**src/rtl/add_digit_serial_pkg.sv**
```systemverilog
// Shared definitions for the digit-serial adder/subtractor: FSM state
// encoding and the counter-width helper.
package add_digit_serial_pkg;

  typedef enum logic [1:0] {
    S_IDLE = 2'd0,
    S_RUN  = 2'd1,
    S_DONE = 2'd2
  } state_e;

  // Ceiling log2, never below 1 so a single-digit build still has a counter bit.
  function automatic int clog2_min1(input int n);
    int r;
    r = 0;
    while ((1 << r) < n) r++;
    return (r < 1) ? 1 : r;
  endfunction

endpackage

```
**src/rtl/add_digit_serial_add_digit.sv**
```systemverilog
// One DIGIT-wide ripple-carry slice built from full-adder cells; also exposes
// the carry into its MSB so the top can derive signed overflow.
module add_full (
  input  logic a,
  input  logic b,
  input  logic ci,
  output logic s,
  output logic co
);
  assign s  = a ^ b ^ ci;
  assign co = (a & b) | (a & ci) | (b & ci);
endmodule

module add_digit #(
  parameter int W = 4
) (
  input  logic [W-1:0] a,
  input  logic [W-1:0] b,
  input  logic         ci,
  output logic [W-1:0] s,
  output logic         co,
  output logic         c_msb
);
  logic [W:0] c;

  assign c[0] = ci;

  for (genvar i = 0; i < W; i++) begin : g_bit
    add_full u_fa (
      .a  (a[i]),
      .b  (b[i]),
      .ci (c[i]),
      .s  (s[i]),
      .co (c[i+1])
    );
  end

  assign co    = c[W];
  assign c_msb = c[W-1];
endmodule

```
**src/rtl/add_digit_serial.sv**
```systemverilog
// Multi-cycle two's-complement adder/subtractor: WIDTH-bit operands are
// processed DIGIT bits per clock through a single ripple slice.
module add_digit_serial
  import add_digit_serial_pkg::*;
#(
  parameter int WIDTH = 16,
  parameter int DIGIT = 4
) (
  input  logic             clock,
  input  logic             reset,
  input  logic             start,
  input  logic             sub,
  input  logic             cin,
  input  logic [WIDTH-1:0] a,
  input  logic [WIDTH-1:0] b,
  output logic [WIDTH-1:0] sum,
  output logic             cout,
  output logic             ovf,
  output logic             busy,
  output logic             done,
  output state_e           state_dbg
);
  // Handshake: start is sampled only in S_IDLE; busy covers RUN and DONE;
  // done is a one-cycle pulse during which sum/cout/ovf are valid.
  localparam int NDIG = WIDTH / DIGIT;
  localparam int CW   = clog2_min1(NDIG);
  localparam logic [CW-1:0] LAST = CW'(NDIG - 1);

  state_e           state_q, state_d;
  logic [WIDTH-1:0] a_q, a_d, b_q, b_d, sum_q, sum_d;
  logic             carry_q, carry_d, cout_q, cout_d, ovf_q, ovf_d;
  logic [CW-1:0]    cnt_q, cnt_d;

  logic [DIGIT-1:0] dig_a, dig_b, dig_s;
  logic             dig_co, dig_cmsb;
  int               dig_base;

  assign dig_base = int'(cnt_q) * DIGIT;
  assign dig_a    = a_q[dig_base +: DIGIT];
  assign dig_b    = b_q[dig_base +: DIGIT];

  add_digit #(.W(DIGIT)) u_slice (
    .a     (dig_a),
    .b     (dig_b),
    .ci    (carry_q),
    .s     (dig_s),
    .co    (dig_co),
    .c_msb (dig_cmsb)
  );

  always_comb begin
    state_d = state_q;
    a_d     = a_q;
    b_d     = b_q;
    sum_d   = sum_q;
    carry_d = carry_q;
    cout_d  = cout_q;
    ovf_d   = ovf_q;
    cnt_d   = cnt_q;
    case (state_q)
      S_IDLE: begin
        if (start) begin
          // Subtraction is A + ~B + 1, so invert B and force the carry-in.
          a_d     = a;
          b_d     = sub ? ~b : b;
          carry_d = sub ? 1'b1 : cin;
          cnt_d   = '0;
          sum_d   = '0;
          cout_d  = 1'b0;
          ovf_d   = 1'b0;
          state_d = S_RUN;
        end
      end
      S_RUN: begin
        sum_d[dig_base +: DIGIT] = dig_s;
        carry_d = dig_co;
        if (cnt_q == LAST) begin
          cout_d  = dig_co;
          ovf_d   = dig_cmsb ^ dig_co;
          state_d = S_DONE;
        end else begin
          cnt_d = cnt_q + 1'b1;
        end
      end
      S_DONE:  state_d = S_IDLE;
      default: state_d = S_IDLE;
    endcase
  end

  always_ff @(posedge clock or posedge reset) begin
    if (reset) begin
      state_q <= S_IDLE;
      a_q     <= '0;
      b_q     <= '0;
      sum_q   <= '0;
      carry_q <= 1'b0;
      cout_q  <= 1'b0;
      ovf_q   <= 1'b0;
      cnt_q   <= '0;
    end else begin
      state_q <= state_d;
      a_q     <= a_d;
      b_q     <= b_d;
      sum_q   <= sum_d;
      carry_q <= carry_d;
      cout_q  <= cout_d;
      ovf_q   <= ovf_d;
      cnt_q   <= cnt_d;
    end
  end

  assign sum       = sum_q;
  assign cout      = cout_q;
  assign ovf       = ovf_q;
  assign busy      = (state_q != S_IDLE);
  assign done      = (state_q == S_DONE);
  assign state_dbg = state_q;

endmodule

```
**config.mk**
```make
export PLATFORM = sky130hd
export DESIGN_NAME = add_digit_serial
export DESIGN_NICKNAME = d
export VERILOG_FILES = /design/src/rtl/add_digit_serial_pkg.sv /design/src/rtl/add_digit_serial_add_digit.sv /design/src/rtl/add_digit_serial.sv
export SDC_FILE = /design/constraint.sdc
export NUM_CORES = 1
export LEC_CHECK = 0
export CORE_ASPECT_RATIO = 1.4
export CORE_MARGIN = 5
export CORE_UTILIZATION = 48
export DETAILED_ROUTE_END_ITERATION = 16
export PLACE_DENSITY = 0.76
export SLEW_MARGIN = 40
export SYNTH_ARGS = -nofsm -noshare
export SYNTH_HDL_FRONTEND = slang
export SYNTH_SLANG_ARGS = --single-unit
```
**constraint.sdc**
```tcl
create_clock -name clock -period 3.2 [get_ports clock]
set_input_delay 0.64 -clock clock [delete_from_list [all_inputs] [get_ports clock]]
set_output_delay 0.64 -clock clock [all_outputs]
set_load 0.01 [all_outputs]
```
Yosys cells after proc, flatten, opt, wreduce, memory -nomap -nowiden
Index checks and enable logic that the tools add are counted.
{"block": "word_totals", "regBits": 55, "latch_bits": 0, "ram_bits": 0, "mem_bits_ro": 0, "output_inout_bits": 22, "mem_count": 0}
{"block": "classes", "addsub": 2, "mul": 0, "n_div": 0, "order_cmp": 0, "eq_ne": 6, "shifts": 4, "muxes": 18, "bitwise_logic": 30, "n_reduce_logical": 8}
{"cell": "negator 4 -> 33 bit", "count": 1}
{"cell": "variable shift 4 x 33 -> 16 bit, first input constant", "count": 1}
{"cell": "indexed part select 4 x 33 -> 16 bit", "count": 1}
{"cell": "two-way mux 16 bit", "count": 2}
{"cell": "case mux 16 bit (2 select lines)", "count": 1}
{"cell": "indexed part select 16 x 5 -> 4 bit", "count": 2}
{"cell": "bitwise mux 16 bit", "count": 1}
{"cell": "NOT 16 bit", "count": 1}
{"cell": "AND 1 bit", "count": 12}
{"cell": "XOR 1 bit", "count": 9}
{"cell": "two-way mux 2 bit", "count": 4}
{"cell": "bitwise OR 1 bit", "count": 8}
{"cell": "case mux 2 bit (2 select lines)", "count": 2}
{"cell": "!= test 2 bit, second input constant", "count": 3}
{"cell": "case mux 1 bit (2 select lines)", "count": 3}
{"cell": "AND reduction 2 bit", "count": 3}
{"cell": "AND reduction 3 bit", "count": 2}
{"cell": "two-way mux 1 bit", "count": 5}
{"cell": "equality test 2 bit, second input constant", "count": 2}
{"cell": "nonzero test 2 bit", "count": 2}
{"cell": "adder 2 x 1 -> 2 bit, second input constant", "count": 1}
{"cell": "equality test 2 x 1 -> 1 bit, second input constant", "count": 1}
{"cell": "zero test 2 bit", "count": 1}

Longest topological paths before layout
Gate-level depths: netlist of the first run.
{"block": "logic_depth", "depth_word": 16, "ltp_mapped": 10, "depth_no_buf": 9}

Hierarchy
A second synthesis of the first run with hierarchy kept.
{"block": "unflattened", "hier_cells": 204, "area_unflattened_um2": 2632.5}
{"mod": "add_digit_serial", "n_inst": 1, "cells_each": 200, "area_each_um2": 2552.4}
{"mod": "add_full", "n_inst": 4, "cells_each": 1, "area_each_um2": 20.0}

Worst setup path after synthesis of the first run
Ideal clock, no wire load.
{"block": "synth_path", "path_kind": "register to register", "start": "register cnt_q[0]", "end": "register ovf_q, in the netlist ovf", "setup_ns": 0.121, "arrival_time_ns": 2.677, "setup_slack_ns": 0.402, "path_stages_with_launch": 10, "period_less_slack_ns": 2.798, "path_cell_list": "dfrtp_1 -> buf_6 -> mux4_2 -> fa_1 -> inv_1 -> fa_1 -> fa_1 -> fa_1 -> xor2_1 -> a22o_1"}
{"block": "synth_between", "elab_chain_cells": 16, "elab_cells_between_ends": 28}
{"element": "start: declaration", "line": "add_digit_serial.sv:32", "text": "logic [CW-1:0] cnt_q, cnt_d;"}
{"element": "start signal: assignment", "line": "add_digit_serial.sv:108", "text": "cnt_q <= cnt_d;"}
{"element": "indexed part select 16 x 5 -> 4 bit (on tied branches)", "line": "add_digit_serial.sv:39, add_digit_serial.sv:40"}
{"element": "AND 1 bit", "line": "add_digit_serial_add_digit.sv:11", "text": "assign co = (a & b) | (a & ci) | (b & ci);"}
{"element": "bitwise OR 1 bit (2 in series)", "line": "add_digit_serial_add_digit.sv:11"}
{"element": "AND 1 bit", "line": "add_digit_serial_add_digit.sv:11"}
{"element": "bitwise OR 1 bit (2 in series)", "line": "add_digit_serial_add_digit.sv:11"}
{"element": "AND 1 bit", "line": "add_digit_serial_add_digit.sv:11"}
{"element": "bitwise OR 1 bit (2 in series)", "line": "add_digit_serial_add_digit.sv:11"}
{"element": "AND 1 bit", "line": "add_digit_serial_add_digit.sv:11"}
{"element": "bitwise OR 1 bit (2 in series)", "line": "add_digit_serial_add_digit.sv:11"}
{"element": "XOR 1 bit", "line": "add_digit_serial.sv:79", "text": "ovf_d = dig_cmsb ^ dig_co;"}
{"element": "two-way mux 1 bit", "line": "add_digit_serial.sv:77", "text": "if (cnt_q == LAST) begin"}
{"element": "case mux 1 bit (2 select lines)", "line": "add_digit_serial.sv:60", "text": "case (state_q)"}
{"element": "end signal: assignment", "line": "add_digit_serial.sv:107", "text": "ovf_q <= ovf_d;"}
{"element": "end: declaration", "line": "add_digit_serial.sv:31", "text": "logic carry_q, carry_d, cout_q, cout_d, ovf_q, ovf_d;"}
Parallel ways exist; a longest one is shown, timed or not. The select of a mux whose other input is x is not followed.
A chain may end at the register's enable or synchronous reset.

Worst setup path after layout of the first run
Same ends and word-level chain as after synthesis.

==> impl_results.md, run 1 <==
* Status: finished, final reports clean
* Register area share after synthesis at between 50% and 60%
* Initial DRC count at 60
* Cell Area, Placed at 0.003301 mm²
* Worst r2r src: cnt_q[0]$_DFFE_PP0P_
* Area Growth Syn to Fin at 28.01%
* Family with the most delay on the worst path: adder cells
* Starting Density at around 49%
* Worst Skew at 0.009273 ns
* Crit path buffers/inverters at 2
* # nets final at 331
* RSZ-0062 raised after global routing: no
* Layout cells sized above 1 at 14.34%
* Die Wd at 73.21 µm
* DRT antenna net count at 0
* Pin count of the biggest net entering global routing at 56
* Skew-Pair Late Insertion Delay at 0.32 ns
* Yosys reg bits at 55
* Leakage at 1.437 nW
* Worst hold path type: reg -> reg
* Reg-to-Reg End: ovf$_DFFE_PP0P_
* Post-cts resize count at 0
* First-pass GRT wire length at 9059 µm
* Slew Limit Headroom at 70.33%
* Post-DP HPWL at 4091 µm
* Hold slack at 0.5246 ns
* Worst hold stages at 1
* CP Max Fanout at 11
* H-tree Lvls at 2
* Initial antenna violation count at 0
* Post-route worst setup slack at 0.3542 ns
* Post-Syn Nets at 272
* DRC viols at 0
* Critical Path Max Stage Delay at 0.49 ns
* Most common cell after layout, fill and taps aside: clkdlybuf4s50_1
* VDD IR-drop max at about 0.45 mV
* Reg-to-reg setup timing slack at 0.35 ns
* Pwr dens at 1058 mW/mm²
* Startpoint types: flop
* Post-place setup slack at 0.3662 ns
* FF-to-FF path depth at 8
* Yosys warns at 0
* Distinct cells, synth at 31
* Period utilization at 88.93%
* Post-route minimum period at 2.846 ns
* Max Freq at 351.4 MHz
* Vias in the first global route at 1,971
* Slew Limit Fails at 0
* Critical Path AT at between 3 and 4 ns
* Max-cap violations at 0
* Classification of the worst setup path: reg -> reg
* Final number of hold-violating endpoints at 0
* Post-CTS Repair Setup Buffers at 0
* Cell mode on critical path: fa_1
* Synth Cell Area at 0.002685 mm²
* Slew @ Worst Pin at 0.4450 ns
* Via count at 1,828
* Gr usage total at 16.24%
* Routed wire per std cell at 15.04 µm
* Clock sink total at 55
* CTS tree: yes
* CP Cell Sequence: buf_4 > mux4_2 > inv_1 > fa_1 > fa_1 > fa_1 > xor2_1 > a22o_1
* Hold wc startpoint: a_q[3]$_DFFE_PP0P_
* Avg Inst Size Synth at 11.88 µm²
* Clk slew on worst S/H paths at 0.10 ns
* Crit end category: flop
* Drt total wl at between 5000 and 6000 µm
* Most frequent cells in the layout: clkdlybuf4s50_1 (57), dfrtp_1 (55), inv_1 (29), a21oi_1 (21), nor2_1 (19)
* Routability cong. at 0.8204
* Hold buffer count at CTS at 0
* CTS max path bufs at 2
* Die area at 0.007211 mm²
* Setup TNS at 0 ns
* Slowest CP cell: dfrtp_1
* Die H at 98.50 µm
* Antenna cells at 0
* TritonRoute pass-1 iters at 4
* Design area at between 0.003 and 0.004 mm²
* I/O pin count at 59
* Port bufs at 58
* Final Setup Violations at 0
* GR Overflow Total at 0
* Num CTS Buffers at 5
* Core Area at 0.005485 mm²
* Hold Path Sink: a_q[3]$_DFFE_PP0P_
* Cell count after synthesis at 226
* Vias/cell at just over 5
* Site row count at 32
* Clk root buf: clkbuf_8
* CP Data Required Time at 3.40 ns
[flip-flops by register name, summed over array words and instances, names as in the netlist]
register,cells
a_q,16
cnt_q,2
cout,1
ovf,1
sum,16
carry_q,1
state_dbg,2
b_q,16
[worst max-delay path by stage]
| stage | startpoint | to | slack, ns | cells after the start |
|---|---|---|---|---|
| 5_1_grt | cnt_q[0]$_DFFE_PP0P_ | ovf$_DFFE_PP0P_ | 0.23 | 8 |
| 2_1_floorplan | cnt_q[0]$_DFFE_PP0P_ | ovf$_DFFE_PP0P_ | 0.40 | 9 |
| 6_report | cnt_q[0]$_DFFE_PP0P_ | ovf$_DFFE_PP0P_ | 0.35 | 8 |
| 3_5_place_dp | cnt_q[0]$_DFFE_PP0P_ | ovf$_DFFE_PP0P_ | 0.37 | 8 |
| 4_1_cts | cnt_q[0]$_DFFE_PP0P_ | ovf$_DFFE_PP0P_ | 0.34 | 8 |
| 3_3_place_gp | cnt_q[0]$_DFFE_PP0P_ | ovf$_DFFE_PP0P_ | 0.42 | 8 |
[kinds of logic after synthesis]
kind of cell | after synthesis | share of synthesized area [%]
fa+ha+maj | 9 | 5.312
flops | 55 | 51.26
buf+inv | 41 | 7.735
mux | 25 | 14.12
simple gates | 37 | 7.037
compound gates | 42 | 8.994
xor+xnor | 17 | 5.545
[report_power, final]
| group | leakage (nW) | switching, mW | internal (mW) | total (mW) |
|---|---|---|---|---|
| sequential | 0.672 | 0.231 | 1.01 | 1.25 |
| clock | 0.0644 | 0.225 | 0.312 | 0.537 |
| combinational | 0.701 | 0.895 | 0.959 | 1.85 |
[metal layers]
metal | up-vias | share of wire (%) | track usage, %
li1 | 880 | - | -
met1 | 877 | 38 | 18.56
met2 | 54 | 53 | 27.57
met3 | 17 | 4.7 | 2.857
met4 | 0 | 4.5 | 9.801
met5 | - | 0 | 0
[synthesized netlist by cell type (all sizes together)]
cell    number  area (µm²)
ha           5       62.56
xor2         1       8.760
clkbuf       1       3.750
o22ai       16       100.1
fa           4       80.08
o311ai       1       8.760
buf         10       91.33
xnor2       16       140.1
o21ai        2       10.01
nand4        1       6.260
nand3b       1       7.510
mux2        17       191.4
nor3b        2       26.28
dfrtp       55        1376
and4bb       1       12.51
mux4         8       187.7
nand2b       1       6.260
nor2b        1       6.260
nand2        6       22.52
and2         1       6.260
nor2        19       71.32
or2          1       6.260
a21oi       21       105.1
nand3        2       10.01
a22o         2       17.52
and2b        1       7.510
inv         30       112.6
[layout make-up]
class | instances | area, µm²
clock buffer | 5 | 68.82
clock inverter | 3 | 67.56
fill | 449 | 2048
inverter | 30 | 112.6
multi-input combinational | 130 | 1101
sequential | 55 | 1376
tap | 68 | 85.08
timing repair buffer | 63 | 625.6
[per-stage QoR]
stage / power (mW) / instances / util, %
after floorplan: 2.544 / 226 / -
after CTS: 3.676 / 354 / 62.66
final: 3.636 / 354 / 62.66
after global routing: 3.928 / 354 / 62.66
after global placement: 3.063 / 346 / 60.26
after detailed placement: 3.134 / 346 / 60.17
Power figures use the tool's default switching activity.
==> run 2, diff against run 1 <==
Settings changed: CORE_UTILIZATION 48 to 25, PLACE_DENSITY 0.76 to unset.
==> run 2 against run 1 <==
Effect of this change: clock-buffer cell count up 1; power down 0.52%; die area up 79%; cell count up 19%; clock power down 3.7%; critical path type unchanged; critical endpoint unchanged.
==> impl_results.md, run 2 (same netlist as run 1, synthesis figures left out) <==
* Starting Density at 25.67% (-23 points)
* I/O pin count at 59 (unchanged)
* Critical Path Max Stage Delay at 0.62 ns (+0.13 ns)
* Hold slack at 0.5103 ns (-0.01435 ns)
* GR peak layer: met2
* Drt total wl at 5608 µm (+5.3%)
* Most frequent cells in the layout: clkdlybuf4s50_1 (58), dfrtp_1 (55), inv_1 (29), a21oi_1 (21), nor2_1 (19)
* Classification of the worst setup path: reg -> reg
* Max Freq at 348.6 MHz (-0.79%)
* FILL cells at 1,085 (+140%)
* Vias in the first global route at 1,903 (-3.5%)
* Startpoint types: flop
* Clk root buf: clkbuf_16
* Cell Area, Placed at 0.003386 mm² (+2.6%)
* CP endpoint: ovf$_DFFE_PP0P_
* Setup TNS at 0 ns (unchanged)
* Slew Limit Headroom at 61.58% (-8.8 points)
* Skew-Pair Late Insertion Delay at 0.28 ns (-0.04 ns)
* Crit path buffers/inverters at 1 (-1)
* Critical Path AT at 3.05 ns (about the same)
* Final Setup Violations at 0 (unchanged)
* Routed wire per std cell at 13.26 µm (-12%)
* Register area at 0.001376 mm² (unchanged)
* CP Cell Sequence: mux4_2 > fa_1 > inv_1 > fa_1 > fa_1 > fa_1 > xor2_1 > a22o_1
* Reg-to-reg setup timing slack at 0.33 ns (-0.02 ns)
* Period utilization at 89.64% (+0.71 points)
* FF-to-FF path depth at 8 (unchanged)
* RSZ-0062 raised after global routing: no
* # nets final at 330 (-0.30%)
* First-pass GRT wire length at 9549 µm (+5.4%)
* GR Overflow Total at 0 (unchanged)
* CP startpoint: cnt_q[1]$_DFFE_PP0P_
* Internal power at 2.260 mW (-1.1%)
* Post-route worst setup slack at 0.3314 ns (-0.02279 ns)
* CTS max path bufs at 2 (unchanged)
* Crit end category: flop
* Seq pwr share at 34.8% (+0.6 points)
* TritonRoute pass-1 iters at 4 (unchanged)
* Die Wd at 97.59 µm (+33%)
* Final number of hold-violating endpoints at 0 (unchanged)
* H-tree Lvls at 2 (unchanged)
* Critical path depth at 8 (unchanged)
* DRT antenna net count at 0 (unchanged)
* Family with the most delay on the worst path: adder cells
* Pwr dens at 1026 mW/mm² (-3.1%)
* VDD IR-drop max at 0.3729 mV (-18%)
* Met3 Use GR at 1.843% (-1.0 points)
* Clk pwr share at 14.3% (-0.5 points)
* Clk slew on worst S/H paths at 0.07 ns (-0.03 ns)
* Cell mode on critical path: fa_1
* Design area at 0.003527 mm² (+2.6%)
* Slew @ Worst Pin at 0.5754 ns (+0.1304 ns)
* Switching share of power at 37.51% (+0.37 points)
* Worst hold path type: reg -> reg
* Pwr Total at 3.617 mW (-0.52%)
* Clock sink total at 55 (unchanged)
* Max-cap violations at 0 (unchanged)
* DRC viols at 0 (unchanged)
* Layout cells sized above 1 at 13.33% (-1.0 points)
* CP Max Fanout at 12 (+1)
* CP Data Required Time at 3.38 ns (-0.02 ns)
* Antenna cells at 0 (unchanged)
* Core Area at 0.01046 mm² (+91%)
* Gr usage total at 9.058% (-7.2 points)
* Reg-to-Reg End: ovf$_DFFE_PP0P_
* Initial antenna violation count at 0 (unchanged)
* Slowest CP cell: dfrtp_1
* Leakage at 1.434 nW (-0.21%)
* Vias/cell at 4.239 (-18%)
* NetSw at 1.357 mW (+0.48%)
* Hold buffer count at CTS at 0 (unchanged)
* Die H at 132.6 µm (+35%)
* Logic gate share of total power at 50.9% (about the same)
* Num CTS Buffers at 5 (unchanged)
* Status: finished, final reports clean
* CTS tree: yes
* Post-DP HPWL at 4423 µm (+8.1%)
* Pin count of the biggest net entering global routing at 53 (-5.4%)
* Worst r2r src: cnt_q[1]$_DFFE_PP0P_
* Initial DRC count at 85 (+42%)
* Post-route minimum period at 2.869 ns (+0.02278 ns)
* Post-cts resize count at 0 (unchanged)
* Routability cong. at 0.7658 (-6.7%)
* Site row count at 44 (+38%)
* Slew Limit Fails at 0 (unchanged)
* Die area at 0.01294 mm² (+79%)
* Post-CTS Repair Setup Buffers at 0 (unchanged)
* Multi-input gate area at 0.001101 mm² (unchanged)
* Port bufs at 58 (unchanged)
* GR met1 Demand/Resource at 11.07% (-7.5 points)
* Worst Skew at 0.006431 ns (-0.002842 ns)
* Post-place setup slack at 0.3209 ns (-0.04527 ns)
* Most common cell after layout, fill and taps aside: clkdlybuf4s50_1
* Via count at 1,793 (-1.9%)
* Area Growth Syn to Fin at 31.36%
* GR Util met2 at 15.98% (-12 points)
[run 2: worst min path at each step]
stage                       start            endpoint  slack (ns)  depth (start not counted)
6_report       a_q[6]$_DFFE_PP0P_  a_q[6]$_DFFE_PP0P_        0.51                          1
5_1_grt        a_q[3]$_DFFE_PP0P_  a_q[3]$_DFFE_PP0P_        0.53                          1
4_1_cts        a_q[4]$_DFFE_PP0P_  a_q[4]$_DFFE_PP0P_        0.52                          1
3_5_place_dp   a_q[4]$_DFFE_PP0P_  a_q[4]$_DFFE_PP0P_        0.50                          1
3_3_place_gp   a_q[2]$_DFFE_PP0P_  a_q[2]$_DFFE_PP0P_        0.49                          1
2_1_floorplan  a_q[6]$_DFFE_PP0P_  a_q[6]$_DFFE_PP0P_        0.47                          1
[run 2: final cells by class]
cell class	count	area share [%]
Sequential cell	55	39.02
Multi-Input combinational cell	130	31.22
Timing Repair Buffer	62	17.67
Tap cell	138	4.895
Clock buffer	6	3.654
Inverter	30	3.193
Clock inverter	2	0.3547
[run 2: through the flow]
stage	util [%]	std cells
5_1_grt	33.72	423
3_5_place_dp	32.37	415
4_1_cts	33.72	423
3_3_place_gp	32.37	415
6_report	33.72	423
2_1_floorplan	-	226
[run 2: power groups by stage]
stage / combinational (mW) / clock, mW / sequential, mW
floorplan: 1.33 / 0 / 1.21
global placement: 1.83 / 0 / 1.28
detailed placement: 1.87 / 0 / 1.28
CTS: 1.88 / 0.531 / 1.27
global route: 2.06 / 0.568 / 1.31
finish: 1.84 / 0.517 / 1.26
[run 2: worst register-to-register path: stages (launching register included)]
cell and delay (ns):
dfrtp_1 0.62, mux4_2 0.31, fa_1 0.18, inv_1 0.05
fa_1 0.38, fa_1 0.44, fa_1 0.42, xor2_1 0.18
a22o_1 0.18
[run 2: routing by layer]
metal  vias to the layer above  part of all wire [%]
met5                         -                     0
met4                         0                   1.1
met3                         4                   3.5
met2                        41                    52
met1                       869                    43
li1                        879                     -
